`src/rtl/enc_rr_prio_if.sv`:
```
// Request/result bus for enc_rr_prio: valid/ready on the input side,
// valid/ready on the result side.
interface enc_rr_prio_if #(
  parameter int N  = 8,
  parameter int W  = $clog2(N),
  parameter int CW = $clog2(N + 1)
);
  logic          in_valid;
  logic          in_ready;
  logic [N-1:0]  d;
  logic          out_valid;
  logic          out_ready;
  logic [W-1:0]  y;
  logic          none;
  logic          multi;
  logic [CW-1:0] cnt;

  // request source and result consumer
  modport master (
    output in_valid, d, out_ready,
    input  in_ready, out_valid, y, none, multi, cnt
  );

  // the encoder
  modport slave (
    input  in_valid, d, out_ready,
    output in_ready, out_valid, y, none, multi, cnt
  );
endinterface

```
`src/rtl/enc_rr_prio.sv`:
```
// Registered N-to-log2(N) priority encoder with a one-entry result register.
// MODE 0 picks the highest set line; MODE 1 picks round-robin starting at ptr.
// Also reports zero/multi-hot flags and an exact popcount of the accepted vector.
module enc_rr_prio #(
  parameter int N    = 8,
  parameter int MODE = 0,
  parameter int W    = $clog2(N),
  parameter int CW   = $clog2(N + 1)
) (
  input  logic         clk,
  input  logic         rst,
  enc_rr_prio_if.slave bus
);

  logic          out_valid_q, out_valid_d;
  logic [W-1:0]  y_q, y_d;
  logic          none_q, none_d;
  logic          multi_q, multi_d;
  logic [CW-1:0] cnt_q, cnt_d;
  logic [W-1:0]  ptr_q, ptr_d;

  logic          in_ready;
  logic          accept;
  logic [CW-1:0] pop_c;
  logic [W-1:0]  fix_idx;
  logic [W-1:0]  rr_idx;
  logic          rr_found;
  logic [W-1:0]  win_idx;
  int            ptr_nxt;

  // ready depends only on reset and the result register, never on in_valid/d
  assign in_ready = !rst && (!out_valid_q || bus.out_ready);
  assign accept   = bus.in_valid && in_ready;

  // popcount and both priority searches over the presented vector
  always_comb begin
    pop_c    = '0;
    fix_idx  = '0;
    rr_idx   = '0;
    rr_found = 1'b0;
    for (int i = 0; i < N; i++) begin
      pop_c = pop_c + {{(CW-1){1'b0}}, bus.d[i]};
      if (bus.d[i]) fix_idx = i[W-1:0];
    end
    // first pass: lines at or above ptr; second pass: wrap to the lowest line
    for (int i = 0; i < N; i++) begin
      if (!rr_found && bus.d[i] && (i >= int'(ptr_q))) begin
        rr_idx   = i[W-1:0];
        rr_found = 1'b1;
      end
    end
    for (int i = N - 1; i >= 0; i--) begin
      if (!rr_found && bus.d[i]) rr_idx = i[W-1:0];
    end
    win_idx = (MODE == 1) ? rr_idx : fix_idx;
    // explicit wrap keeps ptr below N for non-power-of-two N
    ptr_nxt = (int'(win_idx) == N - 1) ? 0 : int'(win_idx) + 1;
  end

  // next-state for the result register and the round-robin pointer
  always_comb begin
    out_valid_d = out_valid_q;
    y_d         = y_q;
    none_d      = none_q;
    multi_d     = multi_q;
    cnt_d       = cnt_q;
    ptr_d       = ptr_q;
    if (accept) begin
      out_valid_d = 1'b1;
      cnt_d       = pop_c;
      none_d      = (pop_c == '0);
      multi_d     = (pop_c > {{(CW-1){1'b0}}, 1'b1});
      y_d         = (pop_c == '0) ? '0 : win_idx;
      if ((MODE == 1) && (pop_c != '0)) ptr_d = ptr_nxt[W-1:0];
    end else if (bus.out_ready) begin
      out_valid_d = 1'b0;
    end
  end

  // state registers with synchronous reset; a pending result is discarded
  always_ff @(posedge clk) begin
    if (rst) begin
      out_valid_q <= 1'b0;
      y_q         <= '0;
      none_q      <= 1'b0;
      multi_q     <= 1'b0;
      cnt_q       <= '0;
      ptr_q       <= '0;
    end else begin
      out_valid_q <= out_valid_d;
      y_q         <= y_d;
      none_q      <= none_d;
      multi_q     <= multi_d;
      cnt_q       <= cnt_d;
      ptr_q       <= ptr_d;
    end
  end

  assign bus.in_ready  = in_ready;
  assign bus.out_valid = out_valid_q;
  assign bus.y         = y_q;
  assign bus.none      = none_q;
  assign bus.multi     = multi_q;
  assign bus.cnt       = cnt_q;

endmodule

```
`src/flat_wrapper.sv`:
```
// flat-port wrapper written by rule: the top's interface ports become plain ports
module enc_rr_prio_flat 
#(
  parameter int N    = 8,
  parameter int MODE = 0,
  parameter int W    = $clog2(N),
  parameter int CW   = $clog2(N + 1)
)
  (clk, rst, bus_in_valid, bus_d, bus_out_ready, bus_in_ready, bus_out_valid, bus_y, bus_none, bus_multi, bus_cnt);
  enc_rr_prio_if #(.N(N), .W(W), .CW(CW)) bus_i ();
  input  logic clk;
  input  logic rst;
  input wire logic [$bits(bus_i.in_valid)-1:0] bus_in_valid;
  input wire logic [$bits(bus_i.d)-1:0] bus_d;
  input wire logic [$bits(bus_i.out_ready)-1:0] bus_out_ready;
  output wire logic [$bits(bus_i.in_ready)-1:0] bus_in_ready;
  output wire logic [$bits(bus_i.out_valid)-1:0] bus_out_valid;
  output wire logic [$bits(bus_i.y)-1:0] bus_y;
  output wire logic [$bits(bus_i.none)-1:0] bus_none;
  output wire logic [$bits(bus_i.multi)-1:0] bus_multi;
  output wire logic [$bits(bus_i.cnt)-1:0] bus_cnt;
  assign bus_i.in_valid = bus_in_valid;
  assign bus_i.d = bus_d;
  assign bus_i.out_ready = bus_out_ready;
  assign bus_in_ready = bus_i.in_ready;
  assign bus_out_valid = bus_i.out_valid;
  assign bus_y = bus_i.y;
  assign bus_none = bus_i.none;
  assign bus_multi = bus_i.multi;
  assign bus_cnt = bus_i.cnt;
  enc_rr_prio #(.N(N), .MODE(MODE), .W(W), .CW(CW)) u_core (.clk(clk), .rst(rst), .bus(bus_i));
endmodule
```
`config.mk`:
```
export PLATFORM = sky130hd
export DESIGN_NAME = enc_rr_prio_flat
export DESIGN_NICKNAME = d
export VERILOG_FILES = /design/src/rtl/enc_rr_prio_if.sv /design/src/rtl/enc_rr_prio.sv /design/src/flat_wrapper.sv
export SDC_FILE = /design/constraint.sdc
export NUM_CORES = 1
export LEC_CHECK = 0
export CELL_PAD_IN_SITES_DETAIL_PLACEMENT = 0
export CELL_PAD_IN_SITES_GLOBAL_PLACEMENT = 2
export CORE_MARGIN = 2
export CORE_UTILIZATION = 27
export DETAILED_ROUTE_END_ITERATION = 10
export PLACE_DENSITY_LB_ADDON = 0.05
export SLEW_MARGIN = 20
export SYNTH_ARGS = -nofsm -noshare
export SYNTH_HDL_FRONTEND = slang
export SYNTH_SLANG_ARGS = --single-unit
export TNS_END_PERCENT = 5
```
`constraint.sdc`:
```
create_clock -name clk -period 6.35 [get_ports clk]
set_input_delay 0.635 -clock clk [delete_from_list [all_inputs] [get_ports clk]]
set_output_delay 0.635 -clock clk [all_outputs]
set_load 0.02 [all_outputs]
```
Yosys cells after proc, flatten, opt, wreduce, memory -nomap -nowiden
Index checks and enable logic that the tools add are counted.

storage, ports and cells
  output and inout port bits = 11
  bits in registers = 10
  input bits = 12

cells by class
  $lt $le $gt $ge = 1
  muxes and demuxes = 10
  $add $sub $neg = 7
  reductions and logical operators = 7

operators with widths
  cell                                                number
  adder 4 x 1 -> 4 bit                                6
  2-to-1 mux 3 bit                                    7
  > comparator 4 x 1 -> 1 bit, second input constant  1
  logical NOT 4 bit                                   1
  2-to-1 mux 1 bit                                    3
  adder 1 x 1 -> 2 bit                                1
  logical AND 1 bit                                   2
  logical NOT 1 bit                                   2
  nonzero test 2 bit                                  1
  logical OR 1 bit                                    1

Logic depth before layout (Yosys ltp)
Gate-level depths: netlist of run 1.

  depth after elaboration = 9
  depth in mapped cells = 12

Least setup slack after synthesis of run 1
OpenSTA, ideal clock, no wires.

  path kind = input port to flip-flop
  start point = input port bus_d[0]
  end point = register u_core.y_q[1], in the netlist u_core.bus.y[1]
  data arrival time = 3433 ps
  required time = 6279 ps
  stages = 12
  library setup time = 71 ps
  buffers on the path = 0
  path slack = 2847 ps
  path through = ha_1 inv_1 fa_1 fa_1 inv_1 fa_1 inv_1 fa_1 and4bb_1 a32oi_2 nand3_1 a21oi_1

between the ends
  word-level cells in the longest chain between the ends = 9

RTL lines
  item                               RTL line            source
  start, declared                    flat_wrapper.sv:14  input wire logic [$bits(bus_i.d)-1:0] bus_d;
  adder 1 x 1 -> 2 bit               enc_rr_prio.sv:42   pop_c = pop_c + {{(CW-1){1'b0}}, bus.d[i]};
  adder 4 x 1 -> 4 bit (6 in a row)  enc_rr_prio.sv:42
  logical NOT 4 bit                  enc_rr_prio.sv:73   y_d = (pop_c == '0) ? '0 : win_idx;
  2-to-1 mux 3 bit                   enc_rr_prio.sv:73
  end signal, assigned               enc_rr_prio.sv:91   y_q <= y_d;
  end, declared                      enc_rr_prio.sv:16   logic [W-1:0] y_q, y_d;

Every way passes these cells.
A chain may end at the register's enable or synchronous reset.

Worst setup path after layout of run 1
  start point = input port bus_d[1]
  end point = register u_core.y_q[1], in the netlist u_core.bus.y[1]

The elaborated chain is that of the path after synthesis.

==> flow_metrics.py, run 1 <==
metrics = {
    "synthesis": {
        "syn-num-nets": 94,
        "synth_area_um2": 674,
        "syn_inst": 75,
        "synth_seq_cells": 10,
        "synth-edff-count": 0,
        "ys_warn_count": 0,
        "netlist-cell-type-count": 28,
        "netlist.area_leader.share": 0.297,
        "post-synth-top-count-cell": "inv_1",
        "yosysTopAreaCell": "dfxtp_1",
        "seq_area_frac_synth": 0.297,
        "synthArstFlopShare": 0,
        "synthTopCellsByArea": "dfxtp_1 (30%), fa_1 (12%), inv_1 (7.2%)",
        "synth_ff_type": "dfxtp_1",
        "synthTopCellsByCount": "inv_1 (13), dfxtp_1 (10), a21oi_1 (6), nor2_1 (6)",
        "avgSynthCellArea_um2": 8.99,
    },
    "sta": {
        "rsz0062_at_grt": "no",
        "period_minus_slack_ns": 3.86,
        "report.final.slew_viol_count": 0,
        "hold_viol": 0,
        "setup_violations": 0,
        "relSlewSlack": 0.655,
        "worstMarginPinSlew_ns": 0.516,
        "finClkSkew_ns": 0.000222,
        "min_period_over_period": 0.608,
        "fmax_mhz": 259,
        "fin_setup_tns_ns": 0,
    },
    "pwr": {
        "seq_power_share": 0.365,
        "pwr-share-clk": 0.206,
        "switching_power_uw": 66.3,
        "ir_drop_mv": 0.0746,
        "internal_power_uw": 132,
        "power_density_mw_per_mm2": 211,
        "combinationalPowerShare": 0.429,
        "p_leak_nw": 0.398,
        "switching_share": 0.334,
    },
    "critical_path": {
        "endpoint_kind": "register",
        "worstSetupPathType": "in -> reg",
        "worst_ep_required_time_ns": 6.53,
        "cp.arrival_ns": 4.04,
        "start_kind": "input pin",
        "path_max_fanout": 4,
    },
    "placement": {
        "port_buffers": 22,
        "dp_hpwl_mm": 1.14,
        "gp_routability_congestion": 0.672,
        "post-place-cells": 125,
    },
    "route": {
        "drt-initial-drc-count": 6,
        "drc": 0,
        "finalWirelength_mm": 1.34,
        "dr.pass1.iters": 4,
        "post_drt_wl_per_cell_um": 10.5,
        "vias_per_cell": 4.34,
        "vias": 556,
        "drtAntennaViolNets": 0,
    },
    "clock_network": {
        "cts_tree": "built",
        "htree_levels": 1,
        "clock_sinks": 10,
        "cts_resized": 0,
        "clock_latency_ns": 0.25,
        "cts_buffer_depth": 2,
        "cts_hold_buf": 0,
        "clkTransAtPathRegs_ns": 0.06,
        "cts_setup_buffers": 0,
        "cts-root-buf": "clkbuf_4",
        "cts_buffers": 3,
    },
    "die": {
        "io_pins": 23,
        "start_util": 0.280,
        "die_area_mm2": 0.00291,
        "rows": 18,
        "core_mm2": 0.00241,
        "die_h_um": 54.0,
        "die_w_um": 54.0,
    },
    "global_routing": {
        "grt_pass1_vias": 493,
        "antenna_found_initial": 0,
        "grt_remaining_overflow": 0,
        "grt_usage": 0.106,
        "grt_pass1_wl_mm": 2.16,
        "grt_max_degree": 13,
    },
    "status": {
        "status": "completed",
    },
    "final_layout": {
        "drive_gt1_frac": 0.112,
        "instances_no_fill": 128,
        "insertedDiodeCount": 0,
        "final_nets": 119,
        "synthToLayoutAreaGrowth_pct": 39.3,
    },
    "run": {
        "cap_violations": 0,
    },
    "hold_path": {
        "hold_path_class": "reg -> reg",
    },
}
layer usage:
metal  up-vias  GRT usage  routed length (µm)
li1        294          -                   -
met1       242      0.135                 619
met2        18      0.167                 616
met3         2     0.0167                  87
met4         0     0.0625                  21
met5         -          0                   0
cell usage in the layout, fill, tap and decap left out, types with 2 or more instances in the layout:
cell,n
inv_1,13
nand2_1,4
nand3b_1,2
a21oi_1,6
nand3_1,3
clkdlybuf4s50_1,22
nor2b_1,4
nor2_2,2
fa_1,4
o21ai_1,2
clkbuf_4,3
ha_1,3
dfxtp_1,10
nor2_1,6
stage by stage:
step / hold slack, ns / area (µm²) / util / power (mW) / setup slack, ns
after floorplan: 0.528 / 674 / - / 0.130 / 2.85
after global placement: 0.440 / 917 / 0.381 / 0.160 / 2.24
after detailed placement: 0.450 / 917 / 0.381 / 0.161 / 2.20
after CTS: 0.459 / 940 / 0.390 / 0.204 / 2.47
after global routing: 0.483 / 940 / 0.390 / 0.218 / 2.27
final: 0.457 / 940 / 0.390 / 0.198 / 2.49
power by group through the flow:
| stage | Clock [mW] | Combinational [mW] | Sequential [mW] |
|---|---|---|---|
| 2_1_floorplan | 0 | 0.0481 | 0.0816 |
| 3_5_place_dp | 0 | 0.0871 | 0.0740 |
| 4_1_cts | 0.0440 | 0.0872 | 0.0725 |
| 3_3_place_gp | 0 | 0.0864 | 0.0738 |
| 6_report | 0.0408 | 0.0850 | 0.0724 |
| 5_1_grt | 0.0485 | 0.0961 | 0.0731 |
worst max-delay path, cell delays in order:
cell,delay (ns)
clkdlybuf4s50_1,0.43
ha_1,0.28
inv_1,0.04
fa_1,0.45
fa_1,0.49
inv_1,0.05
fa_1,0.38
inv_1,0.08
fa_1,0.48
and4bb_1,0.24
a32oi_2,0.24
nand3_1,0.12
a21oi_1,0.13
area by class of cell:
cell class                      instances  area [µm²]
Fill cell                             262        1470
Multi-Input combinational cell         50         410
Timing Repair Buffer                   22         220
Sequential cell                        10         200
Inverter                               13        48.8
Tap cell                               30        37.5
Clock buffer                            3        22.5
cell families (layout without fill, tap and decap cells):
logic type / Yosys count / in the layout / share of synthesized area
AND/OR/NAND/NOR: 27 / 27 / 0.254
AO/OA/AOI/OAI: 15 / 15 / 0.165
buffers and inverters: 15 / 38 / 0.0946
flip-flops: 10 / 10 / 0.297
adder cells (fa/ha/maj): 7 / 7 / 0.174
multiplexers: 1 / 1 / 0.0148
sequential cells by signal, summed over array words and instances (netlist names):
| name | flops |
|---|---|
| u_core.bus.y | 3 |
| u_core.bus.out_valid | 1 |
| u_core.bus.multi | 1 |
| u_core.bus.none | 1 |
| u_core.bus.cnt | 4 |
path summary, 6_finish.rpt:
path,startpoint,end,slack [ns],cells past startpoint
min reg2reg,u_core.bus.y[1]$_SDFFE_PP0P_,u_core.bus.y[1]$_SDFFE_PP0P_,0.46,2
max reg2reg,u_core.bus.out_valid$_SDFFE_PP0P_,u_core.bus.cnt[2]$_SDFFE_PP0P_,5.30,4
max,bus_d[1],u_core.bus.y[1]$_SDFFE_PP0P_,2.49,13
min,u_core.bus.y[1]$_SDFFE_PP0P_,u_core.bus.y[1]$_SDFFE_PP0P_,0.46,2
No activity file was read; power rests on OpenSTA's default activity.
==> run 2, diff against run 1 <==
--- a/config.mk
+++ b/config.mk
@@ -8,7 +8,7 @@
 export CELL_PAD_IN_SITES_DETAIL_PLACEMENT = 0
 export CELL_PAD_IN_SITES_GLOBAL_PLACEMENT = 2
 export CORE_MARGIN = 2
-export CORE_UTILIZATION = 27
+export CORE_UTILIZATION = 25
 export DETAILED_ROUTE_END_ITERATION = 10
 export PLACE_DENSITY_LB_ADDON = 0.05
 export SLEW_MARGIN = 20
==> constraint.sdc (replaced) <==
create_clock -name clk -period 4 [get_ports clk]
set_input_delay 0.4 -clock clk [delete_from_list [all_inputs] [get_ports clk]]
set_output_delay 0.4 -clock clk [all_outputs]
set_load 0.02 [all_outputs]
==> run 2 against run 1 <==
First-iteration DRC count unchanged. Sequential cell count unchanged. Routed wire length grew 2.5%. Cell count grew 0.78%. Worst setup slack got worse by 2.0 ns. Sequential share of layout area shrank 0.17 points. Largest power group unchanged. Highest routed layer unchanged.
==> flow_metrics.py, run 2 (synthesis results as in run 1) <==
metrics = {
    "status": {
        "status": "completed",
    },
    "clock_network": {
        "cts_tree": "built",
        "cts_buffers": 3,
        "cts-root-buf": "clkbuf_4",
        "cts_hold_buf": 0,
        "clock_sinks": 10,
        "clock_latency_ns": 0.26,
        "cts_buffer_depth": 2,
        "cts_setup_buffers": 0,
        "htree_levels": 1,
        "clkTransAtPathRegs_ns": 0.07,
        "cts_resized": 0,
    },
    "critical_path": {
        "path_max_fanout": 4,
        "worst_ep_required_time_ns": 4.18,
        "start_kind": "input pin",
        "critPathMaxStageDelay_ns": 0.49,
        "cp.arrival_ns": 3.72,
        "cp.buffers_inverters": 4,
        "cp_slowest_cell": "fa_1",
        "path_cells": "clkdlybuf4s50_1, ha_1, inv_1, fa_1, fa_1, inv_1, fa_1, inv_1, fa_1, and4bb_1, a32oi_2, nand3_1, a21oi_1",
        "cpMostUsedCell": "fa_1",
        "path_delay_family": "adder cells",
        "worstSetupPathType": "in -> reg",
        "endpoint_kind": "register",
    },
    "sta": {
        "rsz0062_at_grt": "no",
        "finClkSkew_ns": 0.00461,
        "relSlewSlack": 0.650,
        "setup_violations": 0,
        "period_minus_slack_ns": 3.54,
        "min_period_over_period": 0.885,
        "report.final.slew_viol_count": 0,
        "worstMarginPinSlew_ns": 0.524,
        "fmax_mhz": 282,
        "hold_viol": 0,
        "fin_setup_tns_ns": 0,
    },
    "final_layout": {
        "final_cell_mix": "clkdlybuf4s50_1 (22), inv_1 (13), dfxtp_1 (10), nor2_1 (6), a21oi_1 (6)",
        "largest_reg_flops": 4,
        "synthToLayoutAreaGrowth_pct": 40.4,
        "stdcell_area_um2": 947,
        "instances_no_fill": 129,
        "final_common_cell": "clkdlybuf4s50_1",
        "insertedDiodeCount": 0,
        "finalCoreUtilization": 0.375,
        "final_nets": 120,
        "drive_gt1_frac": 0.121,
    },
    "global_routing": {
        "grt_max_degree": 13,
        "grt_usage": 0.0928,
        "grt_remaining_overflow": 0,
        "grt_pass1_vias": 532,
        "antenna_found_initial": 0,
        "grt_pass1_wl_mm": 2.22,
    },
    "placement": {
        "dp_hpwl_mm": 1.15,
        "gp_routability_congestion": 0.646,
        "dpl_cell_area_um2": 925,
        "post-place-cells": 126,
        "port_buffers": 22,
    },
    "die": {
        "die_h_um": 55.9,
        "io_pins": 23,
        "core_mm2": 0.00252,
        "die_w_um": 55.9,
        "start_util": 0.267,
        "rows": 18,
        "die_area_mm2": 0.00313,
    },
    "pwr": {
        "p_leak_nw": 0.403,
        "ir_drop_mv": 0.112,
        "power_density_mw_per_mm2": 340,
    },
    "route": {
        "vias_per_cell": 4.46,
        "finalWirelength_mm": 1.38,
        "drtAntennaViolNets": 0,
        "post_drt_wl_per_cell_um": 10.7,
        "dr.pass1.iters": 3,
        "drt-initial-drc-count": 6,
        "vias": 575,
        "drc": 0,
    },
    "run": {
        "cap_violations": 0,
    },
    "hold_path": {
        "hold_path_class": "reg -> reg",
    },
}
-- run 2: cell types whose count changed in the layout (fill, tap and decap cells not counted) --
cell	delta
buf_4	+1
-- run 2: metrics by stage --
stage	total power, mW	hold slack (ns)	setup slack [ns]
3_5_place_dp	0.261	0.446	0.170
6_report	0.322	0.452	0.458
4_1_cts	0.331	0.455	0.442
5_1_grt	0.348	0.488	0.272
3_3_place_gp	0.260	0.441	0.229
2_1_floorplan	0.206	0.521	0.732
-- run 2: worst min-delay path, stage by stage (launching register included) --
cell and delay, ns:
dfxtp_1 0.31, nand2_1 0.05, a21oi_1 0.05
-- run 2: per-layer routing --
| layer | global-route usage | vias up | share of wire |
|---|---|---|---|
| met5 | 0 | - | 0 |
| met4 | 0.0612 | 0 | 0.020 |
| met2 | 0.148 | 19 | 0.44 |
| li1 | - | 297 | - |
| met3 | 0.0163 | 2 | 0.060 |
| met1 | 0.114 | 257 | 0.48 |
-- run 2: final timing paths --
check | cells past startpoint | slack, ns | from | end
setup / recovery | 13 | 0.46 | bus_d[1] | u_core.bus.y[2]$_SDFFE_PP0P_
setup reg to reg | 4 | 2.99 | u_core.bus.out_valid$_SDFFE_PP0P_ | u_core.bus.cnt[2]$_SDFFE_PP0P_
hold reg to reg | 2 | 0.45 | u_core.bus.cnt[2]$_SDFFE_PP0P_ | u_core.bus.cnt[2]$_SDFFE_PP0P_
hold / removal | 2 | 0.45 | u_core.bus.cnt[2]$_SDFFE_PP0P_ | u_core.bus.cnt[2]$_SDFFE_PP0P_
-- run 2: cell type report --
type	count	area [µm²]
well taps	30	37.5
clock buffers	3	22.5
inverters	13	48.8
multi-input cells	50	410
flip-flops and latches	10	200
repair buffers	23	228
fillers	274	1580
-- run 2: power by group --
group | internal [mW] | leakage, nW | switching (mW)
Sequential | 0.110 | 0.0822 | 0.00535
Clock | 0.0346 | 0.0138 | 0.0318
Combinational | 0.0695 | 0.307 | 0.0708
Total | 0.214 | 0.403 | 0.108
